### src/rtl/ddr_rd_pkg.sv
// Shared types and defaults for the DDR read engine.
//   state_e     : engine FSM states
//   *_DEF       : default widths for address, length and data
//   BL_W        : width of the DDR native burst-length field
package ddr_rd_pkg;

    localparam int unsigned ADDR_W_DEF = 25;
    localparam int unsigned LEN_W_DEF  = 10;
    localparam int unsigned DATA_W_DEF = 32;
    localparam int unsigned BL_W       = 9;

    typedef enum logic [1:0] {
        IDLE,
        CMD,
        DATA,
        DONE
    } state_e;

endpackage

### src/rtl/ddr_rd_ctrl_if.sv
// DDR native read port: command channel plus returned read beats.
//   cmd_en/cmd_addr/cmd_bl : read command, accepted when cmd_en & cmd_rdy
//   rd_valid/rd_data       : returned read beats
// master: the read engine; slave: the DDR controller.
interface ddr_rd_ctrl_if #(
    parameter int ADDR_W = ddr_rd_pkg::ADDR_W_DEF,
    parameter int DATA_W = ddr_rd_pkg::DATA_W_DEF
) ();

    logic                         cmd_en;
    logic [ADDR_W-1:0]            cmd_addr;
    logic [ddr_rd_pkg::BL_W-1:0]  cmd_bl;
    logic                         cmd_rdy;
    logic                         rd_valid;
    logic [DATA_W-1:0]            rd_data;

    modport master (
        output cmd_en, cmd_addr, cmd_bl,
        input  cmd_rdy, rd_valid, rd_data
    );

    modport slave (
        input  cmd_en, cmd_addr, cmd_bl,
        output cmd_rdy, rd_valid, rd_data
    );

endinterface

### src/rtl/ddr_rd_burst_calc.sv
// Burst bookkeeping for the read engine: holds the words still to request and the
// next burst address, and sizes each burst as min(remaining, MAX_BURST).
//   ddr_clk, sys_rst : clock, synchronous active-high reset
//   load             : capture load_addr/load_len (request accepted)
//   step             : a burst of burst_len words was issued; advance
//   remaining        : words not yet requested
//   cur_addr         : start address of the next burst (wraps at 2^ADDR_W)
//   burst_len        : length of the next burst
module ddr_rd_burst_calc import ddr_rd_pkg::*; #(
    parameter int          ADDR_W    = ADDR_W_DEF,
    parameter int          LEN_W     = LEN_W_DEF,
    parameter int unsigned MAX_BURST = 64
) (
    input  logic              ddr_clk,
    input  logic              sys_rst,
    input  logic              load,
    input  logic [ADDR_W-1:0] load_addr,
    input  logic [LEN_W-1:0]  load_len,
    input  logic              step,
    output logic [LEN_W-1:0]  remaining,
    output logic [ADDR_W-1:0] cur_addr,
    output logic [BL_W-1:0]   burst_len
);

    logic [LEN_W-1:0]  remaining_q, remaining_d;
    logic [ADDR_W-1:0] cur_addr_q, cur_addr_d;

    // Compare at 32 bits so a MAX_BURST wider than LEN_W cannot truncate.
    always_comb begin
        if (32'(remaining_q) > MAX_BURST) begin
            burst_len = BL_W'(MAX_BURST);
        end else begin
            burst_len = BL_W'(remaining_q);
        end
    end

    always_comb begin
        remaining_d = remaining_q;
        cur_addr_d  = cur_addr_q;
        if (load) begin
            remaining_d = load_len;
            cur_addr_d  = load_addr;
        end else if (step) begin
            remaining_d = remaining_q - LEN_W'(burst_len);
            cur_addr_d  = cur_addr_q + ADDR_W'(burst_len);
        end
    end

    always_ff @(posedge ddr_clk) begin
        if (sys_rst) begin
            remaining_q <= '0;
            cur_addr_q  <= '0;
        end else begin
            remaining_q <= remaining_d;
            cur_addr_q  <= cur_addr_d;
        end
    end

    assign remaining = remaining_q;
    assign cur_addr  = cur_addr_q;

endmodule

### src/rtl/ddr_rd_ctrl.sv
// DDR read engine behind the read arbiter. Takes one granted read (address + length),
// splits it into bursts of at most MAX_BURST words, forwards every returned beat to the
// granted slave's write FIFO, and pulses ddr_read_finish once the request is delivered.
//   ddr_clk, sys_rst            : clock, synchronous active-high reset
//   ready, mem_ren,
//   mem_ren_valid               : idle flag, request, 1-cycle accept pulse
//   arb_rddr_addr, arb_rddr_len : request start word address and length
//   ddr_Wfifo_en/_data          : forwarded beats (1-cycle latency from rd_valid)
//   ddr_read_finish             : 1-cycle completion pulse
//   ddr (master)                : DDR native command/read port
//   rd_err                      : sticky watchdog timeout flag
// Build option: define DDR_RD_TIMEOUT_EN to add the watchdog; otherwise rd_err is 0 and
// the engine waits indefinitely on the DDR.
module ddr_rd_ctrl import ddr_rd_pkg::*; #(
    parameter int          ADDR_W    = ADDR_W_DEF,
    parameter int          LEN_W     = LEN_W_DEF,
    parameter int          DATA_W    = DATA_W_DEF,
    parameter int unsigned MAX_BURST = 64,
    parameter int unsigned TIMEOUT   = 1024
) (
    input  logic              ddr_clk,
    input  logic              sys_rst,
    output logic              ready,
    input  logic              mem_ren,
    output logic              mem_ren_valid,
    input  logic [ADDR_W-1:0] arb_rddr_addr,
    input  logic [LEN_W-1:0]  arb_rddr_len,
    output logic              ddr_Wfifo_en,
    output logic [DATA_W-1:0] ddr_Wfifo_data,
    output logic              ddr_read_finish,
    ddr_rd_ctrl_if.master     ddr,
    output logic              rd_err
);

    if (MAX_BURST < 1 || MAX_BURST > 256 || (MAX_BURST & (MAX_BURST - 1)) != 0 ||
        TIMEOUT < 2) begin : g_bad_param
        $error("ddr_rd_ctrl: MAX_BURST must be a power of two in 1..256, TIMEOUT >= 2");
    end

    state_e              state_q, state_d;
    logic [BL_W-1:0]     beat_cnt_q, beat_cnt_d;
    logic                wfifo_en_q;
    logic [DATA_W-1:0]   wfifo_data_q;
    logic                finish_q;

    logic                accept, cmd_fire, beat_fire, abort;
    logic [LEN_W-1:0]    remaining;
    logic [ADDR_W-1:0]   cur_addr;
    logic [BL_W-1:0]     burst_len;

    assign accept    = (state_q == IDLE) && mem_ren;
    assign cmd_fire  = (state_q == CMD) && ddr.cmd_rdy;
    // Beats outside DATA are not ours and are dropped.
    assign beat_fire = (state_q == DATA) && ddr.rd_valid;

    ddr_rd_burst_calc #(
        .ADDR_W    (ADDR_W),
        .LEN_W     (LEN_W),
        .MAX_BURST (MAX_BURST)
    ) u_burst_calc (
        .ddr_clk   (ddr_clk),
        .sys_rst   (sys_rst),
        .load      (accept),
        .load_addr (arb_rddr_addr),
        .load_len  (arb_rddr_len),
        .step      (cmd_fire),
        .remaining (remaining),
        .cur_addr  (cur_addr),
        .burst_len (burst_len)
    );

`ifdef DDR_RD_TIMEOUT_EN
    localparam int unsigned WDOG_W = $clog2(TIMEOUT + 1);

    logic [WDOG_W-1:0] wdog_q;
    logic              rd_err_q;
    logic              busy, progress;

    assign busy     = (state_q == CMD) || (state_q == DATA);
    assign progress = cmd_fire || beat_fire;
    // Trip on the TIMEOUT-th consecutive cycle without progress.
    assign abort    = busy && !progress && (wdog_q == WDOG_W'(TIMEOUT - 1));

    always_ff @(posedge ddr_clk) begin
        if (sys_rst) begin
            wdog_q   <= '0;
            rd_err_q <= 1'b0;
        end else begin
            if (!busy || progress) begin
                wdog_q <= '0;
            end else begin
                wdog_q <= wdog_q + WDOG_W'(1);
            end
            if (abort) begin
                rd_err_q <= 1'b1;
            end
        end
    end

    assign rd_err = rd_err_q;
`else
    assign abort  = 1'b0;
    assign rd_err = 1'b0;
`endif

    always_comb begin
        state_d       = state_q;
        beat_cnt_d    = beat_cnt_q;
        ready         = 1'b0;
        mem_ren_valid = 1'b0;
        ddr.cmd_en    = 1'b0;
        unique case (state_q)
            IDLE: begin
                ready = 1'b1;
                if (mem_ren) begin
                    mem_ren_valid = 1'b1;
                    state_d       = (arb_rddr_len == '0) ? DONE : CMD;
                end
            end
            CMD: begin
                ddr.cmd_en = 1'b1;
                if (abort) begin
                    state_d = DONE;
                end else if (ddr.cmd_rdy) begin
                    beat_cnt_d = burst_len;
                    state_d    = DATA;
                end
            end
            DATA: begin
                if (abort) begin
                    state_d = DONE;
                end else if (ddr.rd_valid) begin
                    beat_cnt_d = beat_cnt_q - BL_W'(1);
                    if (beat_cnt_q == BL_W'(1)) begin
                        state_d = (remaining != '0) ? CMD : DONE;
                    end
                end
            end
            DONE: begin
                state_d = IDLE;
            end
            default: begin
                state_d = IDLE;
            end
        endcase
    end

    // Address/length are only meaningful while cmd_en is high; hold them at 0 otherwise.
    assign ddr.cmd_addr = (state_q == CMD) ? cur_addr : '0;
    assign ddr.cmd_bl   = (state_q == CMD) ? burst_len : '0;

    always_ff @(posedge ddr_clk) begin
        if (sys_rst) begin
            state_q      <= IDLE;
            beat_cnt_q   <= '0;
            wfifo_en_q   <= 1'b0;
            wfifo_data_q <= '0;
            finish_q     <= 1'b0;
        end else begin
            state_q    <= state_d;
            beat_cnt_q <= beat_cnt_d;
            wfifo_en_q <= beat_fire;
            if (beat_fire) begin
                wfifo_data_q <= ddr.rd_data;
            end
            // Registered so the pulse lands the cycle after the last forwarded beat.
            finish_q <= (state_q == DONE);
        end
    end

    assign ddr_Wfifo_en    = wfifo_en_q;
    assign ddr_Wfifo_data  = wfifo_data_q;
    assign ddr_read_finish = finish_q;

endmodule

### src/flat_wrapper.sv
// flat-port wrapper written by rule: the top's interface ports become plain ports
module ddr_rd_ctrl_flat import ddr_rd_pkg::*;
#(
    parameter int          ADDR_W    = ADDR_W_DEF,
    parameter int          LEN_W     = LEN_W_DEF,
    parameter int          DATA_W    = DATA_W_DEF,
    parameter int unsigned MAX_BURST = 64,
    parameter int unsigned TIMEOUT   = 1024
)
  (ddr_clk, sys_rst, ready, mem_ren, mem_ren_valid, arb_rddr_addr, arb_rddr_len, ddr_Wfifo_en, ddr_Wfifo_data, ddr_read_finish, rd_err, ddr_cmd_en, ddr_cmd_addr, ddr_cmd_bl, ddr_cmd_rdy, ddr_rd_valid, ddr_rd_data);
  ddr_rd_ctrl_if #(.ADDR_W(ADDR_W), .DATA_W(DATA_W)) ddr_i ();
  input  logic ddr_clk;
  input  logic sys_rst;
  output logic ready;
  input  logic mem_ren;
  output logic mem_ren_valid;
  input  logic [ADDR_W-1:0] arb_rddr_addr;
  input  logic [LEN_W-1:0] arb_rddr_len;
  output logic ddr_Wfifo_en;
  output logic [DATA_W-1:0] ddr_Wfifo_data;
  output logic ddr_read_finish;
  output logic rd_err;
  output wire logic [$bits(ddr_i.cmd_en)-1:0] ddr_cmd_en;
  output wire logic [$bits(ddr_i.cmd_addr)-1:0] ddr_cmd_addr;
  output wire logic [$bits(ddr_i.cmd_bl)-1:0] ddr_cmd_bl;
  input wire logic [$bits(ddr_i.cmd_rdy)-1:0] ddr_cmd_rdy;
  input wire logic [$bits(ddr_i.rd_valid)-1:0] ddr_rd_valid;
  input wire logic [$bits(ddr_i.rd_data)-1:0] ddr_rd_data;
  assign ddr_cmd_en = ddr_i.cmd_en;
  assign ddr_cmd_addr = ddr_i.cmd_addr;
  assign ddr_cmd_bl = ddr_i.cmd_bl;
  assign ddr_i.cmd_rdy = ddr_cmd_rdy;
  assign ddr_i.rd_valid = ddr_rd_valid;
  assign ddr_i.rd_data = ddr_rd_data;
  ddr_rd_ctrl #(.ADDR_W(ADDR_W), .LEN_W(LEN_W), .DATA_W(DATA_W), .MAX_BURST(MAX_BURST), .TIMEOUT(TIMEOUT)) u_core (.ddr_clk(ddr_clk), .sys_rst(sys_rst), .ready(ready), .mem_ren(mem_ren), .mem_ren_valid(mem_ren_valid), .arb_rddr_addr(arb_rddr_addr), .arb_rddr_len(arb_rddr_len), .ddr_Wfifo_en(ddr_Wfifo_en), .ddr_Wfifo_data(ddr_Wfifo_data), .ddr_read_finish(ddr_read_finish), .ddr(ddr_i), .rd_err(rd_err));
endmodule
### config.mk
export PLATFORM = sky130hd
export DESIGN_NAME = ddr_rd_ctrl_flat
export DESIGN_NICKNAME = d
export VERILOG_FILES = /design/src/rtl/ddr_rd_pkg.sv /design/src/rtl/ddr_rd_ctrl_if.sv /design/src/rtl/ddr_rd_burst_calc.sv /design/src/rtl/ddr_rd_ctrl.sv /design/src/flat_wrapper.sv
export SDC_FILE = /design/constraint.sdc
export NUM_CORES = 1
export LEC_CHECK = 0
export CAP_MARGIN = 10
export CORE_MARGIN = 8
export CORE_UTILIZATION = 48
export DETAILED_ROUTE_END_ITERATION = 8
export PLACE_DENSITY = 0.88
export RECOVER_POWER = 50
export SLEW_MARGIN = 20
export SYNTH_ARGS = -nofsm -noshare
export SYNTH_HDL_FRONTEND = slang
export SYNTH_HIERARCHICAL = 1
export SYNTH_SLANG_ARGS = --single-unit
### constraint.sdc
create_clock -name ddr_clk -period 3.93 [get_ports ddr_clk]
set_clock_uncertainty 0.2 [all_clocks]
set_input_delay 0.786 -clock ddr_clk [delete_from_list [all_inputs] [get_ports ddr_clk]]
set_output_delay 0.786 -clock ddr_clk [all_outputs]
set_load 0.01 [all_outputs]
# == Word level (Yosys, flattened, before mapping) ==
# Index checks and enable logic that the tools add are counted.
# Widths: inputs -> output; s select.
# word_totals
ff_bits,80
input_bits,72
output_inout_bits,72
# op_classes
add_sub_neg,3
order_cmp,1
n_eq_ne,8
mux,21
reduce_logical,10
# ops
cell,count
$mux 25,3
$mux 9,4
$add 25x9->25,1
$mux 10,2
$pmux 9 s2,1
$mux 2,6
$gt 10x7->1 const B,1
$logic_not 10->1,1
$reduce_bool 10->1,1
$sub 10x9->10,1
$eq 9x1->1 const B,1
$sub 9x1->9 const B,1
$ne 2x2->1 const B,4
$pmux 2 s4,1
$eq 2x2->1 const B,2
$mux 1,4
$reduce_and 4->1,1
$reduce_bool 2->1,2
$logic_and 1x1->1,3
$reduce_and 3->1,1
$eq 2x1->1 const B,1
$logic_not 2->1,1

# == Longest topological paths before layout ==
# Gate-level depths: netlist of the first run.
# logic_depth
word_depth,5
depth_mapped,11

# == By module ==
# Netlist of the first run, hierarchy kept.
# by_module_without_submodules
mod,instances,cells_each,area_each_um2,seq_area_each_um2
ddr_rd_burst_calc,1,323,2543.7,700.7
ddr_rd_ctrl,1,286,2140.8,900.9

# == Worst setup path before layout of the first run ==
# No wires, ideal clock.
# synth_path
path_kind,reg2reg
start,"reg u_core.u_burst_calc.remaining_q[1], in the netlist u_core/u_burst_calc/remaining[1]"
end,"reg u_core.u_burst_calc.cur_addr_q[9], in the netlist u_core/u_burst_calc/cur_addr[9]"
setup_ps,122
arrival_ps,2787
required_ps,3608
setup_slack_ps,821
path_stages_with_launch,11
path_cell_list,dfxtp_1 -> or3_1 -> o41ai_2 -> and3_1 -> ha_1 -> a211oi_4 -> nor3_2 -> o31ai_4 -> buf_6 -> nor3_1 -> o311a_1
# synth_between
elab_chain_len,5
# synth_lines
element,line_no,source
from (decl),ddr_rd_burst_calc.sv:25,"logic [LEN_W-1:0] remaining_q, remaining_d;"
from (signal assigned),ddr_rd_burst_calc.sv:54,remaining_q <= remaining_d;
$gt 10x7->1,ddr_rd_burst_calc.sv:30,if (32'(remaining_q) > MAX_BURST) begin
$mux 9 (*),ddr_rd_burst_calc.sv:30,
via u_core.burst_len[1],ddr_rd_ctrl.sv:49,logic [BL_W-1:0] burst_len;
$add 25x9->25 (*),ddr_rd_burst_calc.sv:45,cur_addr_d = cur_addr_q + ADDR_W'(burst_len);
$mux 25 (*),ddr_rd_burst_calc.sv:43,end else if (step) begin
$mux 25 (*),ddr_rd_burst_calc.sv:40,if (load) begin
to (signal assigned),ddr_rd_burst_calc.sv:55,cur_addr_q <= cur_addr_d;
to (decl),ddr_rd_burst_calc.sv:26,"logic [ADDR_W-1:0] cur_addr_q, cur_addr_d;"
# Mark *: on every way through the listed nets, which the timed path passes. The rest lies on a longest branch. The select of a mux whose other input is x is not followed.
# A chain may end at the register's enable or synchronous reset.

# == Worst setup path after layout of the first run ==
# layout_path
start,"reg u_core.u_burst_calc.remaining_q[1], in the netlist u_core/u_burst_calc/remaining[1]"
end,"reg u_core.u_burst_calc.cur_addr_q[11], in the netlist u_core/u_burst_calc/cur_addr[11]"
# Same word-level chain as after synthesis.

==> reports/metrics.cfg, run 1 <==
[synthesis]
synth.area.top_cells = dfxtp_1 34%, a21oi_1 7.9%, nand2_1 7.4%
syn_area_um2 = 4680
synth_top_area_share_pct = 34.2
ys_warn_count = 6
yosysTopAreaCell = dfxtp_1
synthFlopType = dfxtp_1
synthArstFlopShare_pct = 0
synth_cell_types = 73
synth_edf_count = 0
syn_avg_cell_area_um2 = 7.69
synthTopCellsByCount = 92 x nand2_1, 80 x dfxtp_1, 74 x a21oi_1, 39 x and2_1, 39 x nor2_1
yosysSeqAreaShare_pct = 34.2
synth_cells = 609
yosysMostFrequentCell = nand2_1
synth-seq-cells = 80

[cells_and_area]
layoutNonFillerInstCount = 873
fin_util_pct = 66.6
seq_area_um2 = 1600
nets = 820
antenna_cells = 0
fillers = 833
fin_area_um2 = 6420
multiInputGateArea_um2 = 2860
area_growth_pct = 37.0
drive_gt1_share_pct = 6.62

[global_route]
overflow = 0
grt_max_degree = 51
grt_pass1_vias = 4919
grt_pass1_wl_mm = 24.0
antenna_found_initial = 0
grt_use_total_pct = 22.4

[clock_tree]
clkLatencyLatePin_ns = 0.35
cts_setup_buffers = 0
cts_max_level = 3
clock_path_buffers = 2
cts_buffers = 9
ctsResizeCount = 0
clock-sinks = 80
cts_root_buf = clkbuf_8
path_clk_slew_ns = 0.08
hold_buffers = 0
tritoncts = done

[floorplan]
die_w_um = 115
initial_core_util_pct = 48.6
dieArea_um2 = 13200
rows = 36
fp.dieH_um = 115
core_area_um2 = 9640
num_io_pins = 144

[setup_path]
cpPeakStageDelay_ns = 0.61
worstSetupStartpointType = flip-flop
cp_data_required_time_ns = 3.98
worstSetupPathType = flip-flop to flip-flop
crit_fanout = 16
rrSetupSlack_ns = 0.22
endpoint_kind = flip-flop
timing.rr.start = u_core/u_burst_calc/remaining[1]$_SDFFE_PP0P_
cp_slowest_cell = o31ai_4
crit_chain = or3_1, o41ai_2, and3_1, ha_1, a211oi_4, nor3_2, o31ai_4, nor3_1, o311a_1
cp.arrival_ns = 3.76
rr_endpoint = u_core/u_burst_calc/cur_addr[11]$_SDFFE_PP0P_
rr_worst_depth = 9

[route]
drt_first_pass_iters = 5
via_per_inst = 5.90
vias = 5155
drc = 0
wl_per_cell_um = 17.4
drt_iter0_markers = 431
drtAntennaViolNets = 0
totalWireLength_mm = 15.2

[sta]
relSlewSlack_pct = 16.9
drv_slew = 0
rsz0062_at_grt = false
tns_ns = 0
final-setup-viol-count = 0
holdWs_ns = 0.255
finalCriticalPeriod_ns = 3.71
fin_crit_sh_pct = 94.5
tightest_slew_ns = 1.25
hold_viol_final = 0
fmax_mhz = 269

[placed_design]
detailed_place_hpwl_mm = 11.4
gp_congestion = 0.939
io_buffer_count = 140
dp_cells = 857
placed_area_um2 = 6170

[hold_path]
min_path_cells = 2
worstHoldStart = u_core/ddr_Wfifo_data[14]$_SDFFE_PP0P_
whs_endpoint = u_core/ddr_Wfifo_data[14]$_SDFFE_PP0P_
hp-class = flip-flop to flip-flop

[pwr]
power.density_nw_per_um2 = 378
p_leak_nw = 2.44
irDropWorstVdd_uv = 163

[run_status]
status = completed

[flow_run]
max-cap-violations = 0

-- stage by stage --
step | total power, W | setup WS [ns]
after floorplan | 0.00142 | 0.821
after global placement | 0.00165 | 0.521
after detailed placement | 0.00168 | 0.390
after CTS | 0.00243 | 0.244
after global routing | 0.00255 | 0.00221
final | 0.00243 | 0.215
-- area by class of cell --
type                            instances  area share, %
Tap cell                              133           2.59
Timing Repair Buffer                  153           23.2
Clock inverter                          6           1.79
Clock buffer                           10           2.15
Inverter                               13          0.761
Multi-Input combinational cell        478           44.5
Sequential cell                        80           25.0
-- worst max-delay path by stage --
stage / start / endpoint / cells after the start
floorplan: u_core/u_burst_calc/remaining[1]$_SDFFE_PP0P_ / u_core/u_burst_calc/cur_addr[9]$_SDFFE_PP0P_ / 10
global placement: u_core/u_burst_calc/remaining[1]$_SDFFE_PP0P_ / u_core/u_burst_calc/cur_addr[11]$_SDFFE_PP0P_ / 9
detailed placement: u_core/u_burst_calc/remaining[1]$_SDFFE_PP0P_ / u_core/u_burst_calc/cur_addr[11]$_SDFFE_PP0P_ / 9
CTS: u_core/u_burst_calc/remaining[1]$_SDFFE_PP0P_ / ddr_cmd_bl[5] / 5
global route: u_core/u_burst_calc/remaining[1]$_SDFFE_PP0P_ / u_core/u_burst_calc/cur_addr[11]$_SDFFE_PP0P_ / 9
finish: u_core/u_burst_calc/remaining[1]$_SDFFE_PP0P_ / u_core/u_burst_calc/cur_addr[11]$_SDFFE_PP0P_ / 9
-- power by group --
group / total (W) / leakage (nW) / internal, W / switching [W]
Clock: 0.000753 / 0.123 / 0.000443 / 0.000310
Sequential: 0.000969 / 0.654 / 0.000881 / 0.0000877
Combinational: 0.000704 / 1.66 / 0.000321 / 0.000383
-- worst max-delay path: cells and delay by family (launching register included) --
kind | cells | cell delay, ns
AOI/OAI and AO/OA | 4 | 1.72
and+or+nand+nor | 4 | 0.99
DFF | 1 | 0.39
adders and majority gates | 1 | 0.30
-- cells in the final DEF, fill, tap and decap left out, drive strengths merged, types with 10 or more instances in the layout --
cell           instances
clkdlybuf4s50        105
nand2                 92
dfxtp                 80
a21oi                 75
nor2                  40
and2                  39
dlygate4sd3           34
nand3                 28
o21ai                 25
nor3                  16
inv                   14
a211oi                14
buf                   12
ha                    12
clkbuf                12
and3                  10
or4                   10
-- logic make-up (layout without fill, tap and decap cells) --
family                   Yosys count  count (layout)  synth area share (%)
AO/OA/AOI/OAI                    169             169                  23.6
flip-flops                        80              80                  34.2
multiplexers                       6               6                  1.31
buffers and inverters             54             182                  5.15
XOR/XNOR                           4               4                 0.748
AND/OR/NAND/NOR                  280             280                  31.1
adder cells (fa/ha/maj)           13              13                  3.63
other                              3               6                 0.240
-- flip-flops by register name, indices dropped and copies added (netlist names) --
signal                         flops
u_core/ddr_Wfifo_data             32
u_core/ddr_Wfifo_en                1
u_core/u_burst_calc/cur_addr      25
u_core/state_q                     2
u_core/beat_cnt_q                  9
u_core/ddr_read_finish             1
u_core/u_burst_calc/remaining     10
-- metal layers --
layer	vias up	GRT usage, %	part of all wire, %
met5	-	0	0
met4	0	11.1	3.2
met3	43	5.30	9.2
met2	263	36.8	46
met1	2415	27.0	42
li1	2434	-	-
No activity file was read; power rests on OpenSTA's default activity.
==> run 2: changes to the inputs <==
==> constraint.sdc (replaced) <==
create_clock -name ddr_clk -period 3.93 [get_ports ddr_clk]
set_clock_uncertainty 0.2 [all_clocks]
set_input_delay 0.5895 -clock ddr_clk [delete_from_list [all_inputs] [get_ports ddr_clk]]
set_output_delay 0.5895 -clock ddr_clk [all_outputs]
set_load 0.01 [all_outputs]
==> reports/metrics.cfg, run 2 (synthesis gave the netlist of run 1 again) <==
[run_status]
status = finished, violations left
failed_checks = capacitance limit, slew limit

[setup_path]
crit_fanout = 9  ; -7
worstSetupStartpointType = flip-flop
worstSetupPathType = flip-flop to flip-flop
cp_data_required_time_ns = 3.98  ; about the same
crit_chain = or3_1, o41ai_2, and3_1, ha_1, fa_1, nand3_1, a21o_1, a21oi_2, a211oi_1, a2111oi_2
path_buf_inv = 0  ; unchanged
endpoint_kind = flip-flop
cpPeakStageDelay_ns = 0.46  ; -0.15 ns
cp.arrival_ns = 3.67  ; -0.09 ns
cp_top_family = compound AO/OA/AOI/OAI gates
cp_slowest_cell = o41ai_2

[clock_tree]
cts_setup_buffers = 0  ; unchanged
cts_root_buf = clkbuf_8
tritoncts = done
clkLatencyLatePin_ns = 0.36  ; about the same
ctsResizeCount = 0  ; unchanged
hold_buffers = 0  ; unchanged
clock_path_buffers = 2  ; unchanged
clock-sinks = 80  ; unchanged
path_clk_slew_ns = 0.09  ; about the same
cts_max_level = 3  ; unchanged
cts_buffers = 9  ; unchanged

[route]
drt_iter0_markers = 491  ; +14%
drt_first_pass_iters = 5  ; unchanged
drtAntennaViolNets = 0  ; unchanged
totalWireLength_mm = 14.8  ; -2.2%
via_per_inst = 5.79  ; -1.9%
wl_per_cell_um = 17.0  ; -1.9%
drc = 0  ; unchanged
vias = 5039  ; -2.3%

[floorplan]
rows = 36  ; unchanged
dieArea_um2 = 13200  ; unchanged
core_area_um2 = 9640  ; unchanged
initial_core_util_pct = 48.6  ; unchanged
num_io_pins = 144  ; unchanged
fp.dieH_um = 115  ; unchanged
die_w_um = 115  ; unchanged

[sta]
drv_slew = 48  ; +48
finalCriticalPeriod_ns = 3.61  ; -0.102 ns
tns_ns = 0  ; unchanged
final-setup-viol-count = 0  ; unchanged
hold_viol_final = 0  ; unchanged
fin_crit_sh_pct = 91.9  ; -2.6 points
rsz0062_at_grt = false
tightest_slew_ns = 2.14  ; +0.891 ns
fmax_mhz = 277  ; +2.8%
relSlewSlack_pct = -42.5  ; -59 points

[global_route]
grt_pass1_wl_mm = 23.8  ; -0.80%
grt_use_total_pct = 22.2  ; -0.25 points
grt_pass1_vias = 4926  ; +0.14%
overflow = 0  ; unchanged
antenna_found_initial = 0  ; unchanged
grt_max_degree = 48  ; -5.9%

[cells_and_area]
antenna_cells = 0  ; unchanged
layout_commonest_cell = clkdlybuf4s50_1
seq_area_um2 = 1600  ; unchanged
layout_common_cells = 104 x clkdlybuf4s50_1, 92 x nand2_1, 80 x dfxtp_1, 74 x a21oi_1, 39 x and2_1
largest_register_ff_count = 32  ; unchanged
drive_gt1_share_pct = 6.11  ; -0.52 points
nets = 817  ; -0.37%
fillers = 839  ; +0.72%
multiInputGateArea_um2 = 2860  ; unchanged
area_growth_pct = 34.8
layoutNonFillerInstCount = 870  ; -0.34%

[placed_design]
io_buffer_count = 140  ; unchanged
dp_cells = 854  ; -0.35%
gp_congestion = 0.909  ; -3.1%
detailed_place_hpwl_mm = 11.0  ; -2.9%

[pwr]
p_leak_nw = 2.38  ; -2.3%
irDropWorstVdd_uv = 192  ; +18%
power.density_nw_per_um2 = 352  ; -6.9%

[hold_path]
hp-class = flip-flop to flip-flop

[flow_run]
max-cap-violations = 1  ; +1

[run 2: cell count changes in the layout (fill, tap and decap cells not counted), sizes merged]
| cell | change |
|---|---|
| buf | -4 |
| clkinvlp | +1 |
| bufinv | -3 |
| dlygate4sd3 | +1 |
| clkinv | +1 |
| clkdlybuf4s50 | -1 |
| inv | +2 |
[run 2: layer usage]
metal / track usage (%) / vias up / part of all wire, % / wire, um
met2: 36.4 / 248 / 45 / 6630
met4: 9.89 / 0 / 2.5 / 374
met3: 5.09 / 30 / 9.3 / 1380
met1: 27.2 / 2335 / 43 / 6440
met5: 0 / - / 0 / 0
li1: - / 2426 / - / -
[run 2: worst min-delay path: cells and delay by family, from the launching register on]
kind	cells	cell delay, ns
DFF	1	0.31
and+or+nand+nor	1	0.05
AOI/OAI and AO/OA	1	0.05
[run 2: metrics by stage]
| stage | total power [W] | util [%] | hold slack [ns] | instance area [um^2] | setup slack (ns) |
|---|---|---|---|---|---|
| global route | 0.00234 | 65.5 | 0.280 | 6320 | 0.160 |
| floorplan | 0.00142 | - | 0.262 | 4700 | 0.821 |
| finish | 0.00222 | 65.5 | 0.256 | 6320 | 0.318 |
| global placement | 0.00165 | 63.8 | 0.241 | 6150 | 0.618 |
| CTS | 0.00223 | 65.6 | 0.262 | 6320 | 0.426 |
| detailed placement | 0.00167 | 63.8 | 0.250 | 6150 | 0.477 |
[run 2: area by class of cell]
cell class / count / area share [%]
clock buffer: 9 / 1.96
clock inverter: 7 / 0.872
inverter: 13 / 0.773
multi-input combinational: 478 / 45.2
sequential: 80 / 25.4
tap: 133 / 2.63
timing repair buffer: 150 / 23.2
[run 2: where the power goes]
group	switching (W)	internal (W)	total, W
Clock	0.000329	0.000236	0.000565
Sequential	0.0000869	0.000882	0.000969
Combinational	0.000374	0.000316	0.000690
Total	0.000790	0.00143	0.00222
[run 2: path summary, 6_finish.rpt]
kind | cells after the start | slack (ns) | end | from
max reg2reg | 10 | 0.32 | u_core/u_burst_calc/cur_addr[12]$_SDFFE_PP0P_ | u_core/u_burst_calc/remaining[1]$_SDFFE_PP0P_
max | 10 | 0.32 | u_core/u_burst_calc/cur_addr[12]$_SDFFE_PP0P_ | u_core/u_burst_calc/remaining[1]$_SDFFE_PP0P_
min | 2 | 0.26 | u_core/ddr_Wfifo_data[4]$_SDFFE_PP0P_ | u_core/ddr_Wfifo_data[4]$_SDFFE_PP0P_
min reg2reg | 2 | 0.26 | u_core/ddr_Wfifo_data[4]$_SDFFE_PP0P_ | u_core/ddr_Wfifo_data[4]$_SDFFE_PP0P_
==> run 3: changes to the inputs <==
--- a/config.mk
+++ b/config.mk
@@ -5,12 +5,14 @@
 export SDC_FILE = /design/constraint.sdc
 export NUM_CORES = 1
 export LEC_CHECK = 0
+export ABC_AREA = 1
 export CAP_MARGIN = 10
 export CORE_MARGIN = 8
 export CORE_UTILIZATION = 48
 export DETAILED_ROUTE_END_ITERATION = 8
-export PLACE_DENSITY = 0.88
+export PLACE_DENSITY = 0.87
 export RECOVER_POWER = 50
+export SETUP_SLACK_MARGIN = 0.2
 export SLEW_MARGIN = 20
 export SYNTH_ARGS = -nofsm -noshare
 export SYNTH_HDL_FRONTEND = slang
==> reports/metrics.cfg, run 3 <==
[global_route]
grt_use_total_pct = 21.0  ; -1.2 points
antenna_found_initial = 0  ; unchanged
grt_pass1_vias = 4997  ; +1.4%
grt_pass1_wl_mm = 23.3  ; -2.2%
overflow = 0  ; unchanged
grt_max_degree = 47  ; -2.1%

[floorplan]
dieArea_um2 = 13700  ; +3.8%
initial_core_util_pct = 48.5  ; -0.12 points
rows = 37  ; +2.8%
fp.dieH_um = 117  ; +1.9%
core_area_um2 = 10100  ; +4.7%
num_io_pins = 144  ; unchanged
die_w_um = 117  ; +1.9%

[setup_path]
cp.arrival_ns = 2.30  ; -1.37 ns
worstSetupStartpointType = flip-flop
endpoint_kind = output port
crit_fanout = 15  ; +6
cp_data_required_time_ns = 3.14  ; -0.84 ns
worstSetupPathType = flip-flop to output port

[sta]
fin_crit_sh_pct = 78.5  ; -13 points
rsz0062_at_grt = false
final-setup-viol-count = 0  ; unchanged
relSlewSlack_pct = -16.2  ; +26 points
tns_ns = 0  ; unchanged
fin_ws_ns = 0.845  ; +0.527 ns
finalCriticalPeriod_ns = 3.08  ; -0.527 ns
hold_viol_final = 0  ; unchanged
drv_slew = 36  ; -25%
fmax_mhz = 324  ; +17%
tightest_slew_ns = 1.74  ; -0.395 ns
holdWs_ns = 0.261  ; +0.00518 ns

[synthesis]
yosysSeqAreaShare_pct = 32.7  ; -1.5 points
synthFlopType = dfxtp_1
syn_avg_cell_area_um2 = 6.50  ; -16%
yosysTopAreaCell = dfxtp_1
muxShareOfSynthArea_pct = 0  ; -1.3 points
synth_cells = 753  ; +24%
synth_compound_area_share_pct = 19.0  ; -4.7 points
ys_warn_count = 6  ; unchanged
synth_top_area_share_pct = 32.7  ; -1.5 points
synth_cell_types = 40  ; -45%
synthArstFlopShare_pct = 0  ; unchanged
synth_edf_count = 0  ; unchanged
synthTopCellsByCount = 169 x nand2_1, 86 x nor2_1, 83 x inv_1, 80 x dfxtp_1, 75 x a21oi_1
syn_area_um2 = 4890  ; +4.4%
synth_xor_area_share_pct = 1.25  ; +0.51 points
synth_fa_ha_area_share_pct = 3.48  ; -0.15 points
yosysMostFrequentCell = nand2_1
synth.area.top_cells = dfxtp_1 33%, nand2_1 13%, a21oi_1 7.7%
synth_simple_gate_area_share_pct = 31.9  ; +0.85 points
synth_top_family_by_area = simple AND/OR/NAND/NOR gates
synth-seq-cells = 80  ; unchanged

[cells_and_area]
largest_register_ff_count = 32  ; unchanged
drive_gt1_share_pct = 7.83  ; +1.7 points
layout_commonest_cell = nand2_1
layout_common_cells = 171 x nand2_1, 105 x clkdlybuf4s50_1, 84 x nor2_1, 83 x inv_1, 80 x dfxtp_1
area_growth_pct = 33.5
nets = 961  ; +18%
fillers = 916  ; +9.2%
layoutNonFillerInstCount = 1017  ; +17%
fin_util_pct = 64.7  ; -0.81 points
antenna_cells = 0  ; unchanged

[placed_design]
io_buffer_count = 140  ; unchanged
dp_slack_ns = 1.17  ; +0.689 ns
gp_congestion = 0.903  ; -0.68%
detailed_place_hpwl_mm = 10.6  ; -3.6%
dp_cells = 1001  ; +17%

[route]
totalWireLength_mm = 14.6  ; -1.7%
wl_per_cell_um = 14.3  ; -16%
drt_first_pass_iters = 5  ; unchanged
drt_iter0_markers = 421  ; -14%
via_per_inst = 5.18  ; -11%
drtAntennaViolNets = 0  ; unchanged
vias = 5263  ; +4.4%
drc = 0  ; unchanged

[clock_tree]
clock-sinks = 80  ; unchanged
tritoncts = done
clkLatencyLatePin_ns = 0.36  ; about the same
cts_root_buf = clkbuf_8
cts_max_level = 3  ; unchanged
ctsResizeCount = 0  ; unchanged
path_clk_slew_ns = 0.09  ; about the same
cts_setup_buffers = 0  ; unchanged
clock_path_buffers = 2  ; unchanged
hold_buffers = 0  ; unchanged
cts_buffers = 9  ; unchanged

[run_status]
failed_checks = capacitance limit, slew limit
status = finished, violations left

[pwr]
power.density_nw_per_um2 = 476  ; +35%
p_leak_nw = 2.67  ; +12%
irDropWorstVdd_uv = 289  ; +51%

[hold_path]
hp-class = flip-flop to flip-flop

[flow_run]
max-cap-violations = 1  ; unchanged

## run 3: cells by family (layout without fill, tap and decap cells)
| group | after synthesis | count (layout) |
|---|---|---|
| adder cells (fa/ha/maj) | 13 | 13 |
| buffers and inverters | 133 | 258 |
| flip-flops | 80 | 80 |
| other | 3 | 6 |
| AND/OR/NAND/NOR | 359 | 359 |
| AO/OA/AOI/OAI | 158 | 158 |
| XOR/XNOR | 7 | 7 |
## run 3: area by class of cell
class                   instances  area [um^2]  share of cell area (%)
clock inverters                 7         85.1                    1.30
clock buffers                   9          124                    1.90
well taps                     136          170                    2.61
repair buffers                148         1450                    22.2
flip-flops and latches         80         1600                    24.5
multi-input cells             543         2740                    42.0
inverters                      94          355                    5.44
## run 3: worst paths after layout
check,startpoint,to,slack [ns],cells past startpoint
setup reg to reg,u_core/u_burst_calc/remaining[4]$_SDFFE_PP0P_,u_core/u_burst_calc/cur_addr[14]$_SDFFE_PP0P_,1.10,16
hold reg to reg,u_core/ddr_Wfifo_data[12]$_SDFFE_PP0P_,u_core/ddr_Wfifo_data[12]$_SDFFE_PP0P_,0.26,2
hold / removal,u_core/ddr_Wfifo_data[12]$_SDFFE_PP0P_,u_core/ddr_Wfifo_data[12]$_SDFFE_PP0P_,0.26,2
setup / recovery,u_core/u_burst_calc/remaining[7]$_SDFFE_PP0P_,ddr_cmd_bl[1],0.85,8
## run 3: layer usage
metal / share of wire, % / global-route usage, % / wire length (um) / vias up
met3: 7.1 / 5.03 / 1030 / 23
li1: - / - / - / 2673
met5: 0 / 0 / 0 / -
met4: 1.8 / 6.91 / 263 / 0
met1: 43 / 25.0 / 6270 / 2380
met2: 48 / 36.4 / 7000 / 187
## run 3: worst max-delay path: stages, from the launching register on
cell and delay (ns):
dfxtp_1 0.36, inv_2 0.07, nand2_1 0.07, nor2_2 0.19, nand2_4 0.16, nor2_1 0.36, inv_1 0.08, nor2_1 0.11
clkdlybuf4s50_1 0.54
## run 3: through the flow
stage	area, um^2	total power [W]
floorplan	4900	0.00204
global placement	6330	0.00245
detailed placement	6330	0.00247
CTS	6540	0.00313
global route	6530	0.00333
finish	6530	0.00311
## run 3: where the power goes
part           switching (W)  internal [W]  total (W)
registers           0.000138      0.000943    0.00108
logic               0.000854      0.000523    0.00138
clock network       0.000345      0.000307   0.000652
total                0.00134       0.00177    0.00311
